### src/rtl/sdram_sample_buffer.sv
// SDRAM ring-buffer capture of a 16-bit stream, with oldest-first flow-controlled readback.
// Capture is a zero-latency pass-through; readback is credit-limited so rvalid can never overflow the FIFO.

// Registered FIFO: one cycle from push to non-empty; push when full is dropped; pop when empty is ignored.
module sample_fifo #(
  parameter int DW = 16,
  parameter int AW = 3
) (
  input  logic          clk,
  input  logic          rst_n,
  input  logic          push,
  input  logic [DW-1:0] push_data,
  input  logic          pop,
  output logic [DW-1:0] pop_data,
  output logic          empty,
  output logic          full
);
  logic [DW-1:0] mem [2**AW];
  logic [AW:0]   wp;
  logic [AW:0]   rp;

  assign empty    = (wp == rp);
  assign full     = (wp[AW] != rp[AW]) && (wp[AW-1:0] == rp[AW-1:0]);
  assign pop_data = empty ? '0 : mem[rp[AW-1:0]];

  always_ff @(posedge clk) begin
    if (push && !full) mem[wp[AW-1:0]] <= push_data;
  end

  always_ff @(posedge clk or negedge rst_n) begin
    if (!rst_n) begin
      wp <= '0;
      rp <= '0;
    end else begin
      if (push && !full) wp <= wp + (AW+1)'(1);
      if (pop && !empty) rp <= rp + (AW+1)'(1);
    end
  end
endmodule

module sdram_sample_buffer #(
  parameter int FIFO_AW      = 3,
  parameter int DRAIN_CYCLES = 16
) (
  input  logic        clk,
  input  logic        rst_n,
  input  logic        start,
  input  logic        stop,
  input  logic [15:0] s_data,
  input  logic        s_valid,
  output logic        s_ready,
  output logic [15:0] m_data,
  output logic        m_valid,
  input  logic        m_ready,
  output logic        done,
  output logic        capturing,
  output logic        reading,
  output logic [24:0] sample_cnt,
  output logic [23:0] awaddr,
  output logic [15:0] wdata,
  output logic        wvalid,
  input  logic        wready,
  output logic [23:0] araddr,
  output logic        arvalid,
  input  logic        arready,
  input  logic [15:0] rdata,
  input  logic        rvalid
);
  localparam logic [1:0] S_IDLE    = 2'd0;
  localparam logic [1:0] S_CAPTURE = 2'd1;
  localparam logic [1:0] S_DRAIN   = 2'd2;
  localparam logic [1:0] S_READ    = 2'd3;

  localparam int               DCW         = $clog2(DRAIN_CYCLES + 1);
  localparam logic [DCW-1:0]   DRAIN_LAST  = DCW'(DRAIN_CYCLES - 1);
  localparam logic [FIFO_AW:0] CREDITS_MAX = (FIFO_AW+1)'(2**FIFO_AW);
  localparam logic [24:0]      CNT_SAT     = 25'h1000000;

  logic [1:0]       state;
  logic [23:0]      wr_ptr;
  logic [23:0]      rd_ptr;
  logic [24:0]      issue_rem;
  logic [FIFO_AW:0] credits;
  logic [DCW-1:0]   drain_cnt;
  logic             wr_hs;
  logic             ar_hs;
  logic             push;
  logic             pop;
  logic             fifo_empty;
  logic             fifo_full;
  logic             read_done;

  assign capturing = (state == S_CAPTURE);
  assign reading   = (state == S_DRAIN) || (state == S_READ);
  assign wvalid    = capturing && s_valid;
  assign s_ready   = capturing && wready;
  assign awaddr    = capturing ? wr_ptr : '0;
  assign wdata     = capturing ? s_data : '0;
  assign arvalid   = (state == S_READ) && (issue_rem != '0) && (credits != '0);
  assign araddr    = (state == S_READ) ? rd_ptr : '0;
  assign wr_hs     = wvalid && wready;
  assign ar_hs     = arvalid && arready;
  // Returns are only meaningful inside READ; stragglers from an abandoned readout are dropped.
  assign push      = (state == S_READ) && rvalid;
  assign m_valid   = !fifo_empty;
  assign pop       = m_valid && m_ready;
  assign read_done = (state == S_READ) && (issue_rem == '0) && (credits == CREDITS_MAX) && fifo_empty;

  sample_fifo #(.DW(16), .AW(FIFO_AW)) u_fifo (
    .clk       (clk),
    .rst_n     (rst_n),
    .push      (push),
    .push_data (rdata),
    .pop       (pop),
    .pop_data  (m_data),
    .empty     (fifo_empty),
    .full      (fifo_full)
  );

  always_ff @(posedge clk) begin
    if (rst_n && push) assert (!fifo_full);
  end

  always_ff @(posedge clk or negedge rst_n) begin
    if (!rst_n) begin
      state      <= S_IDLE;
      wr_ptr     <= '0;
      rd_ptr     <= '0;
      sample_cnt <= '0;
      issue_rem  <= '0;
      credits    <= CREDITS_MAX;
      drain_cnt  <= '0;
      done       <= 1'b0;
    end else begin
      done <= 1'b0;
      credits <= credits - (FIFO_AW+1)'(ar_hs) + (FIFO_AW+1)'(pop);
      case (state)
        S_IDLE: begin
          if (start) begin
            state      <= S_CAPTURE;
            wr_ptr     <= '0;
            sample_cnt <= '0;
          end
        end
        S_CAPTURE: begin
          if (wr_hs) begin
            wr_ptr <= wr_ptr + 24'd1;
            if (sample_cnt != CNT_SAT) sample_cnt <= sample_cnt + 25'd1;
          end
          if (stop) begin
            state     <= S_DRAIN;
            drain_cnt <= '0;
          end
        end
        S_DRAIN: begin
          drain_cnt <= drain_cnt + DCW'(1);
          if (drain_cnt == DRAIN_LAST) begin
            // Oldest surviving sample; when saturated the subtraction is a full lap and lands on wr_ptr.
            rd_ptr    <= wr_ptr - sample_cnt[23:0];
            issue_rem <= sample_cnt;
            if (sample_cnt == '0) begin
              state <= S_IDLE;
              done  <= 1'b1;
            end else begin
              state <= S_READ;
            end
          end
        end
        S_READ: begin
          if (ar_hs) begin
            rd_ptr    <= rd_ptr + 24'd1;
            issue_rem <= issue_rem - 25'd1;
          end
          if (read_done) begin
            state <= S_IDLE;
            done  <= 1'b1;
          end
        end
        default: state <= S_IDLE;
      endcase
    end
  end
endmodule

### config.mk
export PLATFORM = sky130hd
export DESIGN_NAME = sdram_sample_buffer
export DESIGN_NICKNAME = d
export VERILOG_FILES = /design/src/rtl/sdram_sample_buffer.sv
export SDC_FILE = /design/constraint.sdc
export NUM_CORES = 1
export LEC_CHECK = 0
export ABC_AREA = 1
export BUFFER_PORTS_ARGS = -buffer_cell sky130_fd_sc_hd__buf_2
export CAP_MARGIN = 20
export CORE_MARGIN = 2
export CORE_UTILIZATION = 60
export DETAILED_ROUTE_END_ITERATION = 10
export PLACE_DENSITY = 0.86
export SYNTH_ARGS = -nofsm -noshare
export SYNTH_HDL_FRONTEND = slang
export SYNTH_SLANG_ARGS = --single-unit
### constraint.sdc
create_clock -name clk -period 4.2 [get_ports clk]
set_clock_uncertainty 0.05 [all_clocks]
set_input_delay 0.42 -clock clk [delete_from_list [all_inputs] [get_ports clk]]
set_output_delay 0.42 -clock clk [all_outputs]
set_load 0.005 [all_outputs]
==> results of run 1 <==
[path summary, 6_finish.rpt]
check / to / slack [ns] / cells past startpoint
max in group asynchronous: rd_ptr[20] / 2.68 / 3
min in group asynchronous: credits[2] / 0.34 / 2
hold / removal: u_fifo.mem[0][4] / 0.09 / 1
hold reg to reg: drain_cnt[0] / 0.46 / 1
setup / recovery: m_data[2] / 0.97 / 9
setup reg to reg: sample_cnt[22] / 1.28 / 9
[stage by stage]
step | instance area (sq um) | total power, mW | cells
5_1_grt | 16700 | 10.8 | 2447
3_5_place_dp | 15800 | 7.58 | 2396
6_report | 16700 | 10.1 | 2447
2_1_floorplan | 14800 | 6.32 | 1970
4_1_cts | 16700 | 10.0 | 2447
3_3_place_gp | 15800 | 7.43 | 2396
[sequential cells by signal (all words and copies together) (netlist names)]
register and cells:
issue_rem 25, state 2, rd_ptr 24, drain_cnt 5, wr_ptr 24, credits 4
done 1, sample_cnt 25, u_fifo.rp 4, u_fifo.mem 128, u_fifo.wp 4
[cell usage in the layout, fill, tap and decap left out, drive strengths merged]
cell type    synthesis  final
bufinv               0      4
or2                  8      8
o31ai                6      6
xnor2               11     11
a21oi               50     50
dlygate4sd3          0      1
and2                 2      2
nor3                43     43
nand2              492    492
fa                   2      2
ha                  38     38
buf                 32    170
a21o                 1      1
edfxtp             128    128
a22oi                1      1
nor4                 1      1
nor2               345    345
clkinvlp             0      2
clkinv               2     11
dfrtp              117    117
dfstp                1      1
nand3              119    119
clkbuf              36     33
xor2                29     29
inv                236    238
o22ai               21     21
a31oi               17     17
nand3b               7      7
o21ai              182    182
nand4               43     43
[layout make-up]
class,instances,area (sq um),share of cell area [%]
Tap cell,324,405,2.43
Sequential cell,246,6800,40.7
Timing Repair Buffer,171,908,5.44
Multi-Input combinational cell,1418,6780,40.6
Clock inverter,17,216,1.30
Clock buffer,33,698,4.18
Inverter,238,896,5.36
[cell usage after synthesis]
| cell type | number | share of area (%) |
|---|---|---|
| nand2_2 | 2 | 0.085 |
| fa_1 | 2 | 0.27 |
| nand2_1 | 488 | 12 |
| o21ai_1 | 19 | 0.64 |
| xor2_1 | 29 | 1.7 |
| or2_2 | 8 | 0.34 |
| edfxtp_1 | 128 | 26 |
| nor2_2 | 8 | 0.34 |
| dfrtp_1 | 117 | 20 |
| nand3_2 | 1 | 0.068 |
| clkbuf_1 | 36 | 0.92 |
| o21ai_0 | 162 | 5.5 |
| nor2_4 | 4 | 0.31 |
| buf_1 | 8 | 0.20 |
| a31oi_1 | 17 | 0.72 |
| nor2_1 | 333 | 8.5 |
| dfstp_2 | 1 | 0.18 |
| buf_6 | 2 | 0.15 |
| nand3_1 | 118 | 4.0 |
| xnor2_1 | 11 | 0.65 |
| nor4_1 | 1 | 0.042 |
| nor3_1 | 41 | 1.4 |
| o21ai_2 | 1 | 0.059 |
| buf_4 | 4 | 0.20 |
| inv_4 | 1 | 0.042 |
| a21o_1 | 1 | 0.051 |
| and2_1 | 2 | 0.085 |
| nand4_2 | 1 | 0.085 |
| nor3_2 | 2 | 0.14 |
| inv_1 | 230 | 5.8 |
| nand3b_1 | 7 | 0.36 |
| a22oi_1 | 1 | 0.051 |
| ha_1 | 38 | 3.2 |
| inv_2 | 5 | 0.13 |
| o31ai_1 | 6 | 0.31 |
| nand2_4 | 2 | 0.15 |
| a21oi_1 | 50 | 1.7 |
| clkinv_1 | 2 | 0.051 |
| o22ai_1 | 21 | 0.89 |
| buf_2 | 18 | 0.61 |
| nand4_1 | 42 | 1.8 |
[kinds of logic (layout without fill, tap and decap cells)]
kind of cell | count (synthesis) | count (layout) | share of synthesized area, %
adders and majority gates | 40 | 40 | 3.49
DFF | 246 | 246 | 46.0
buffers and inverters | 306 | 459 | 8.15
and+or+nand+nor | 1060 | 1060 | 30.0
xor gates and xnor gates | 40 | 40 | 2.37
AOI/OAI and AO/OA | 278 | 278 | 9.91
[worst max-delay path: cells and delay by family (launching register included)]
family          cells  cell delay, ns
compound gates      2            0.43
buf+inv             3            0.77
flops               1            0.67
simple gates        4            0.32
[per-layer routing]
layer | GRT usage, % | up-vias | wire length, um
li1 | - | 6682 | -
met1 | 47.8 | 6421 | 17800
met2 | 47.6 | 766 | 17900
met3 | 6.77 | 86 | 4860
met4 | 9.29 | 2 | 1090
met5 | 0 | - | 30
[power groups by stage]
stage / combinational, mW / sequential, mW / clock, mW
after floorplan: 3.15 / 3.17 / 0
after global placement: 4.11 / 3.32 / 0
after detailed placement: 4.25 / 3.33 / 0
after CTS: 4.28 / 3.29 / 2.46
after global routing: 4.90 / 3.35 / 2.54
final: 4.35 / 3.31 / 2.44
==> metrics.md, run 1 <==
| Metric | Value |
|---|---|
| Run status | complete, no violations |
| Clock Path Buffers | 3 |
| Synthesized cell area | 14800 sq um |
| Net Sw Power | around 4.3 mW |
| IO Count | between 150 and 200 |
| Vias in the first global route | ~13000 |
| Worst-Margin Slew | approximately 1 ns |
| Largest net degree at the start of global routing | 75 |
| Max Freq | 0.309 GHz |
| Total CTS buffers | 27 |
| MaxCap Viol Count | 0 |
| Via count | roughly 14000 |
| RSZ-0062 raised after global routing | no |
| Die height | 161 um |
| CORE AREA | roughly 24000 sq um |
| Util after Layout | 68.9% |
| Total Die Area | approximately 26000 sq um |
| Critical Path RT | 3.73 ns |
| Critical-path top delay cell | dfrtp_1 |
| Part of the cycle the worst path needs | about three quarters |
| WL/cell | 17.0 um |
| Crit path launch type | register |
| Yosys Warn Count | 0 |
| Violation count after the first detailed-route iteration | 1394 |
| Resized Gates After CTS | 0 |
| Net Sw Frac | 42.7% |
| Wire length of the first global-routing pass | 66600 um |
| Origin of the critical flop-to-flop path | sample_cnt[0] |
| Antenna violations before repair | 1 |
| Clk_lat worst skew | 0.56 ns |
| Reg power frac | 32.8% |
| Syn avg cell area | around 7.5 sq um |
| Drt via density | about 5.7 |
| Post-Route WL | about 42000 um |
| Max Slew Vio Count | 0 |
| Final Hold Fails | 0 |
| Gr usage total | ~32% |
| Layout area overhead | 13.1% |
| CP arrival | about 2.8 ns |
| Crit path capture type | primary output |
| Clk pwr share | 24.2% |
| Global route overflow | 0 |
| Power per cell area | between 600 and 700 nW/um^2 |
| Flop and latch count out of synthesis | approximately 250 |
| Seq/Total Area, Yosys | between 40% and 50% |
| Setup TNS | 0 ns |
| 1st-pass router iterations | 5 |
| TritonCTS clock tree | done |
| Die Wd | between 150 and 200 um |
| H-tree levels | 1 |
| Final Wtd Congestion | roughly 0.95 |
| Initial core utilization | 60.9% |
| CP max FO | 21 |
| Maximum VDD drop | between 0.0004 and 0.0005 V |
| Fill cells | approximately 2000 |
| Final hold slack | ~0.087 ns |
| Count of input and output buffers | roughly 150 |
| DPL Wire Length | roughly 30000 um |
| Layout cell share with drive strength beyond 1 | between 10% and 20% |
| Comb power frac | 43.0% |
| Drt drc | 0 |
| HP Class | in -> reg |
| Pre-CTS setup slack | around 1.4 ns |
| Root buf cell | clkbuf_16 |
| Final nets | between 2000 and 2500 |
| P_leak | 7.73 nW |
| Worst-path clk slew | 0.07 ns |
| Ant. Diodes | 0 |
| Synth Net Count | between 2000 and 2500 |
| Int Power | between 5 and 6 mW |
| Hold Path Origin | rdata[4] |
| Final setup fails | 0 |
| Setup bufs post-CTS | 0 |
| Row count | 57 |
| # hold bufs at CTS | 1 |
| Critical Path Start | u_fifo.rp[1] |
| Crit path cell chain | buf_4 > nand2_1 > nand4_1 > nor2_1 > nand2_1 > buf_4 > o21ai_0 > a31oi_1 > buf_2 |
| Crit path time final | between 3 and 4 ns |
| PnR worst setup slack | 0.966 ns |
| Critical path class | reg -> out |
| Cells after Synth | approximately 2000 |
| Routed Antenna Nets | 0 |
| Clock sink count | ~250 |
| Max-slew headroom | between 30% and 40% |
| Crit path largest cell delay | approximately 0.67 ns |
| Number of distinct library cells after synthesis | between 40 and 50 |
Note: power is estimated with default switching activity, not from simulation.
==> inputs of run 2 (changes only) <==
- CORE_UTILIZATION: 60 -> 54
- PLACE_DENSITY: 0.86 -> 0.82
- clock period: 4.2 -> 2.74 ns (I/O delays scaled with it)
==> run 2 against run 1 <==
  * The run now ends with hold timing left
  * Register-to-register slack lost 1.1 ns
  * First-iteration DRC count grew 3.8%
  * Worst setup slack lost 0.84 ns
  * Non-clock buffer count grew 44
  * Hold slack lost 0.093 ns
  * Sequential share of layout area shrank 0.84 points
  * Critical path type unchanged
==> metrics.md, run 2 (same netlist as run 1, synthesis figures left out) <==
| Metric | Value |
|---|---|
| GR Util met2 | around 48% |
| Clock sink count | 246 |
| CP max FO | 42 |
| Reg area | approximately 7000 sq um |
| Worst-Margin Slew | 0.777 ns |
| Layout cell share with drive strength beyond 1 | about 13% |
| Power per cell area | roughly 900 nW/um^2 |
| Area occupied by multi-input gates | slightly below 7000 sq um |
| GR Util met3 | 4.94% |
| Critical path class | reg -> out |
| Most frequent cells in the layout | nand2_1 (487), nor2_1 (333), inv_1 (230) |
| Max-slew headroom | 48.2% |
| Total CTS buffers | 26 |
| P_leak | about 8 nW |
| Hold Path Origin | wready |
| Comb power frac | between 40 and 50% |
| CORE AREA | around 27000 sq um |
| Final nets | roughly 2200 |
| IO Count | ~150 |
| Reg power frac | roughly 32% |
| Total Die Area | 28700 sq um |
| Max reg flops | about 130 |
| Post-Route WL | ~43000 um |
| Clk pwr share | a little under a quarter |
| 1st-pass router iterations | 8 |
| Row count | 60 |
| Most frequent CP cell | o21ai_0 |
| Most common cell after layout, fill and taps aside | nand2_1 |
| GR Util met1 | between 40% and 50% |
| Layout area overhead | 15.5% |
| Fill cells | between 2000 and 2500 |
| Crit path largest cell delay | 0.41 ns |
| TritonCTS clock tree | done |
| H-tree levels | 1 |
| Largest net degree at the start of global routing | 75 |
| Die height | about 170 um |
| Violation count after the first detailed-route iteration | around 1400 |
| Crit path cell chain | buf_4 > o21ai_0 > o22ai_1 > o21ai_0 > a31oi_1 > buf_2 |
| Final hold slack | -0.00547 ns |
| Count of input and output buffers | approximately 150 |
| MaxCap Viol Count | 0 |
| Clock Path Buffers | 3 |
| Violations in the final reports | hold timing |
| Global route overflow | 0 |
| Wire length of the first global-routing pass | between 60000 and 70000 um |
| HP Class | in -> reg |
| Int Power | around 8.7 mW |
| DPL Wire Length | between 30000 and 40000 um |
| Slack of the worst reg-to-reg path | between 0.2 and 0.25 ns |
| WL/cell | 17.0 um |
| Hold Path End | wr_ptr[1] |
| Net Sw Power | 6.61 mW |
| Worst reg2reg path endpoint | credits[2] |
| Via count | roughly 14000 |
| Final setup fails | 0 |
| Cell Count, Final, Fillers Out | approximately 2500 |
| CP arrival | approximately 2.3 ns |
| Net Sw Frac | a little over two fifths |
| Worst R2R Path Depth | 15 |
| Drt via density | ~5.6 |
| Root buf cell | clkbuf_16 |
| Maximum VDD drop | 0.00101 V |
| Vias in the first global route | 13300 |
| Max Slew Vio Count | 0 |
| Critical Path Start | u_fifo.rp[0] |
| Origin of the critical flop-to-flop path | issue_rem[0] |
| Setup bufs post-CTS | 0 |
| Part of the cycle the worst path needs | between 90% and 100% |
| Hold Crit Depth | 3 |
| Drt drc | 0 |
| RSZ-0062 raised after global routing | no |
| Inst Count DP | roughly 2400 |
| Critical Path RT | roughly 2.4 ns |
| Routed Antenna Nets | 0 |
| Critical-path top delay cell | buf_4 |
| Max Freq | 0.383 GHz |
| Antenna violations before repair | 0 |
| Die Wd | ~170 um |
| Clk_lat worst skew | about 0.56 ns |
| Crit path launch type | register |
| Worst-path clk slew | approximately 0.060 ns |
| Initial core utilization | ~55% |
| Final Hold Fails | 1 |
| Final Wtd Congestion | around 0.93 |
| Crit path capture type | primary output |
| Setup TNS | 0 ns |
| Gr usage total | 29.7% |
| Run status | finished, violations left |
| Crit path time final | between 2 and 3 ns |
| Top Usage Layer GRT | met2 |
run 2: cell types whose count changed in the layout (fill, tap and decap cells not counted), sizes merged:
cell,change
bufinv,-2
clkbuf,+1
dlygate4sd3,+19
buf,+25
clkinvlp,-1
diode,+1
run 2: area by class of cell:
| type | count | share of cell area [%] |
|---|---|---|
| sequential | 246 | 39.9 |
| multi-input combinational | 1418 | 39.7 |
| timing repair buffer | 215 | 7.68 |
| inverter | 238 | 5.25 |
| clock buffer | 34 | 3.99 |
| tap | 341 | 2.50 |
| clock inverter | 14 | 0.947 |
| antenna | 1 | 0.0147 |
run 2: worst max-delay path by stage:
stage                                   to  slack, ns  cells past startpoint
after floorplan           u_fifo.mem[2][0]       0.41                     10
after global placement          credits[1]       0.34                     15
after detailed placement        credits[2]       0.25                     15
after CTS                       m_data[12]       0.13                      7
after global routing             m_data[3]      0.005                      7
final                           m_data[12]       0.13                      6
run 2: metrics by stage:
step                      setup WS, ns  power [mW]  util, %  cell area [sq um]  hold slack [ns]
after floorplan                  0.406        9.69        -              14800          -0.0716
after global placement           0.340        11.5     59.5              16000            0.279
after detailed placement         0.255        11.7     59.5              16000            0.283
after CTS                        0.131        15.2     63.4              17000         0.000239
after global routing           0.00521        16.4     63.4              17000          0.00789
final                            0.130        15.3     63.4              17100         -0.00547
run 2: routing by layer:
layer	routed length, um	up-vias
li1	-	6783
met1	17900	6513
met2	19700	646
met3	3780	105
met4	1290	0
met5	0	-
run 2: critical path, delay by kind of cell (launching register included):
| kind | cells | cell delay (ns) |
|---|---|---|
| flip-flops | 1 | 0.40 |
| buffers and inverters | 2 | 0.57 |
| AO/OA/AOI/OAI | 4 | 0.75 |
run 2: what timing repair did:
| item | in CTS | in global routing |
|---|---|---|
| pin swaps | 0 | 0 |
| hold endpoints to repair | 173 | 0 |
| resized for setup | 1 | 3 |
| endpoints found under the setup margin | 1 | 4 |
| hold buffers | 20 | 0 |
run 2: power by group through the flow:
stage | Sequential [mW] | Clock (mW) | Combinational (mW)
global placement | 4.99 | 0 | 6.48
finish | 4.98 | 3.48 | 6.89
global route | 5.04 | 3.66 | 7.73
CTS | 4.96 | 3.50 | 6.78
floorplan | 4.86 | 0 | 4.83
detailed placement | 5.02 | 0 | 6.69
==> inputs of run 3 (changes only) <==
- REMOVE_ABC_BUFFERS: default -> 1
- SYNTH_HIERARCHICAL: default -> 1
==> run 3 against run 2 <==
  * The run now ends clean
  * Largest power group unchanged
  * Non-clock buffer count is 1 higher
  * Cell count is 5.7% higher
  * Combinational power is 25% lower
  * Critical path type unchanged
  * Via count is 3.5% higher
  * Flip-flop and latch count stayed put
  * Sequential power is 2% lower
==> metrics.md, run 3 <==
| Metric | Value |
|---|---|
| Synthesized cell area | approximately 15000 sq um |
| Initial core utilization | 54.7% |
| Layout area overhead | 15.6% |
| Fill cells | 2376 |
| Drt via density | between 5 and 6 |
| TritonCTS clock tree | done |
| Worst-Margin Slew | approximately 0.77 ns |
| Yosys Warn Count | 6 |
| CORE AREA | 27700 sq um |
| 1st-pass router iterations | 6 |
| Clk_lat worst skew | approximately 0.55 ns |
| WL/cell | between 15 and 20 um |
| Max reg flops | 128 |
| Crit path launch type | register |
| Largest net degree at the start of global routing | 77 |
| Gr usage total | 29.3% |
| Most common cell after layout, fill and taps aside | nand2_1 |
| Crit path capture type | primary output |
| Most frequent cells in the layout | nand2_1 (550), nor2_1 (345), inv_1 (250) |
| Global route overflow | 0 |
| H-tree levels | 1 |
| Critical-path top delay cell | buf_4 |
| Crit path largest cell delay | between 0.6 and 0.7 ns |
| Final non-filler cell area | between 15000 and 20000 sq um |
| Antenna violations before repair | 0 |
| GR Util met3 | under 10% |
| Via count | 14500 |
| Final setup fails | 0 |
| Critical Path RT | around 2.4 ns |
| CP max FO | 76 |
| RSZ-0062 raised after global routing | yes |
| Total CTS buffers | 26 |
| Worst-path clk slew | around 0.060 ns |
| Area occupied by multi-input gates | 7050 sq um |
| Die height | roughly 170 um |
| DPL Wire Length | 30500 um |
| Max-slew headroom | about half |
| Final Hold Fails | 0 |
| Routed Antenna Nets | 0 |
| Critical path class | reg -> out |
| Crit path cell chain | nand2_2 > buf_4 > nor2_1 > buf_2 |
| MaxCap Viol Count | 0 |
| Cell Count, Final, Fillers Out | 2649 |
| Drt drc | 0 |
| P_leak | ~8.4 nW |
| Wire length of the first global-routing pass | 68500 um |
| Clock Path Buffers | 3 |
| Maximum VDD drop | 0.000611 V |
| Post-Route WL | ~43000 um |
| Vias in the first global route | between 10000 and 15000 |
| Total Die Area | 29400 sq um |
| Root buf cell | clkbuf_16 |
| Syn avg cell area | around 7.3 sq um |
| Die Wd | about 170 um |
| Placed cell area | between 15000 and 20000 sq um |
| CP arrival | approximately 2.3 ns |
| Max Slew Vio Count | 0 |
| Max Freq | 0.379 GHz |
| Row count | 61 |
| Violation count after the first detailed-route iteration | between 1000 and 1500 |
| Count of input and output buffers | between 150 and 200 |
| Layout cell share with drive strength beyond 1 | around an eighth |
| Crit path time final | between 2 and 3 ns |
| Top Usage Layer GRT | met2 |
| Reg area | 6800 sq um |
| Ant. Diodes | 0 |
| Inst Count DP | 2576 |
| HP Class | in -> reg |
| Clock sink count | 246 |
| Power per cell area | about 780 nW/um^2 |
| GR Util met1 | roughly two fifths |
| Final nets | 2332 |
| IO Count | 153 |
| Final Wtd Congestion | 0.993 |
| Cells after Synth | 2074 |
| GR Util met2 | between 40% and 50% |
| Part of the cycle the worst path needs | 96.3% |
| Run status | complete, no violations |
==> run 3: per-layer routing <==
| layer | vias to the layer above | part of all wire (%) |
|---|---|---|
| met2 | 616 | 48 |
| met5 | - | 0 |
| met4 | 0 | 3.6 |
| met3 | 123 | 8.1 |
| li1 | 7059 | - |
| met1 | 6745 | 41 |
==> run 3: worst paths after layout <==
path	start	end	slack [ns]	cells after the start
min in group asynchronous	rst_n	rd_ptr[10]	0.25	3
hold reg to reg	u_fifo/rp[3]	u_fifo/rp[3]	0.46	2
hold / removal	s_valid	wr_ptr[0]	0.02	3
max in group asynchronous	rst_n	wr_ptr[9]	1.89	3
setup / recovery	state[1]	araddr[23]	0.10	4
setup reg to reg	issue_rem[0]	credits[1]	0.14	15
==> run 3: repair_timing <==
action,in CTS,in global routing
setup endpoints to repair,0,9
hold endpoints to repair,246,0
hold buffers,18,0
setup buffers,0,7
gates resized for setup,0,8
==> run 3: worst max-delay path, delay by kind of cell (launching register included) <==
kind | cells | cell delay, ns
buffers and inverters | 2 | 0.84
flip-flops | 1 | 0.46
AND/OR/NAND/NOR | 2 | 0.42
==> run 3: report_power, final <==
part           switching (mW)  total [mW]  internal [mW]
Combinational            3.41        5.19           1.78
Sequential              0.373        4.90           4.52
Clock                    1.49        3.64           2.15
Total                    5.27        13.7           8.45
==> run 3: final cells by class <==
| type | count | area share [%] |
|---|---|---|
| Sequential cell | 246 | 38.8 |
| Timing Repair Buffer | 216 | 7.54 |
| Tap cell | 378 | 2.70 |
| Clock buffer | 36 | 4.15 |
| Inverter | 265 | 5.67 |
| Clock inverter | 12 | 0.949 |
| Multi-Input combinational cell | 1496 | 40.2 |
==> run 3: metrics by stage <==
step	util (%)	setup TNS, ns	hold WS, ns	worst slack, ns	total power, mW
2_1_floorplan	-	-151.61	-0.0716	-1.19	8.10
3_3_place_gp	59.1	0	0.287	0.208	9.75
3_5_place_dp	59.1	0	0.285	0.0980	9.93
4_1_cts	63.0	0	0.0119	0.0687	13.6
5_1_grt	63.3	-0.156	0.0142	-0.0792	14.6
6_report	63.3	0	0.0224	0.102	13.7
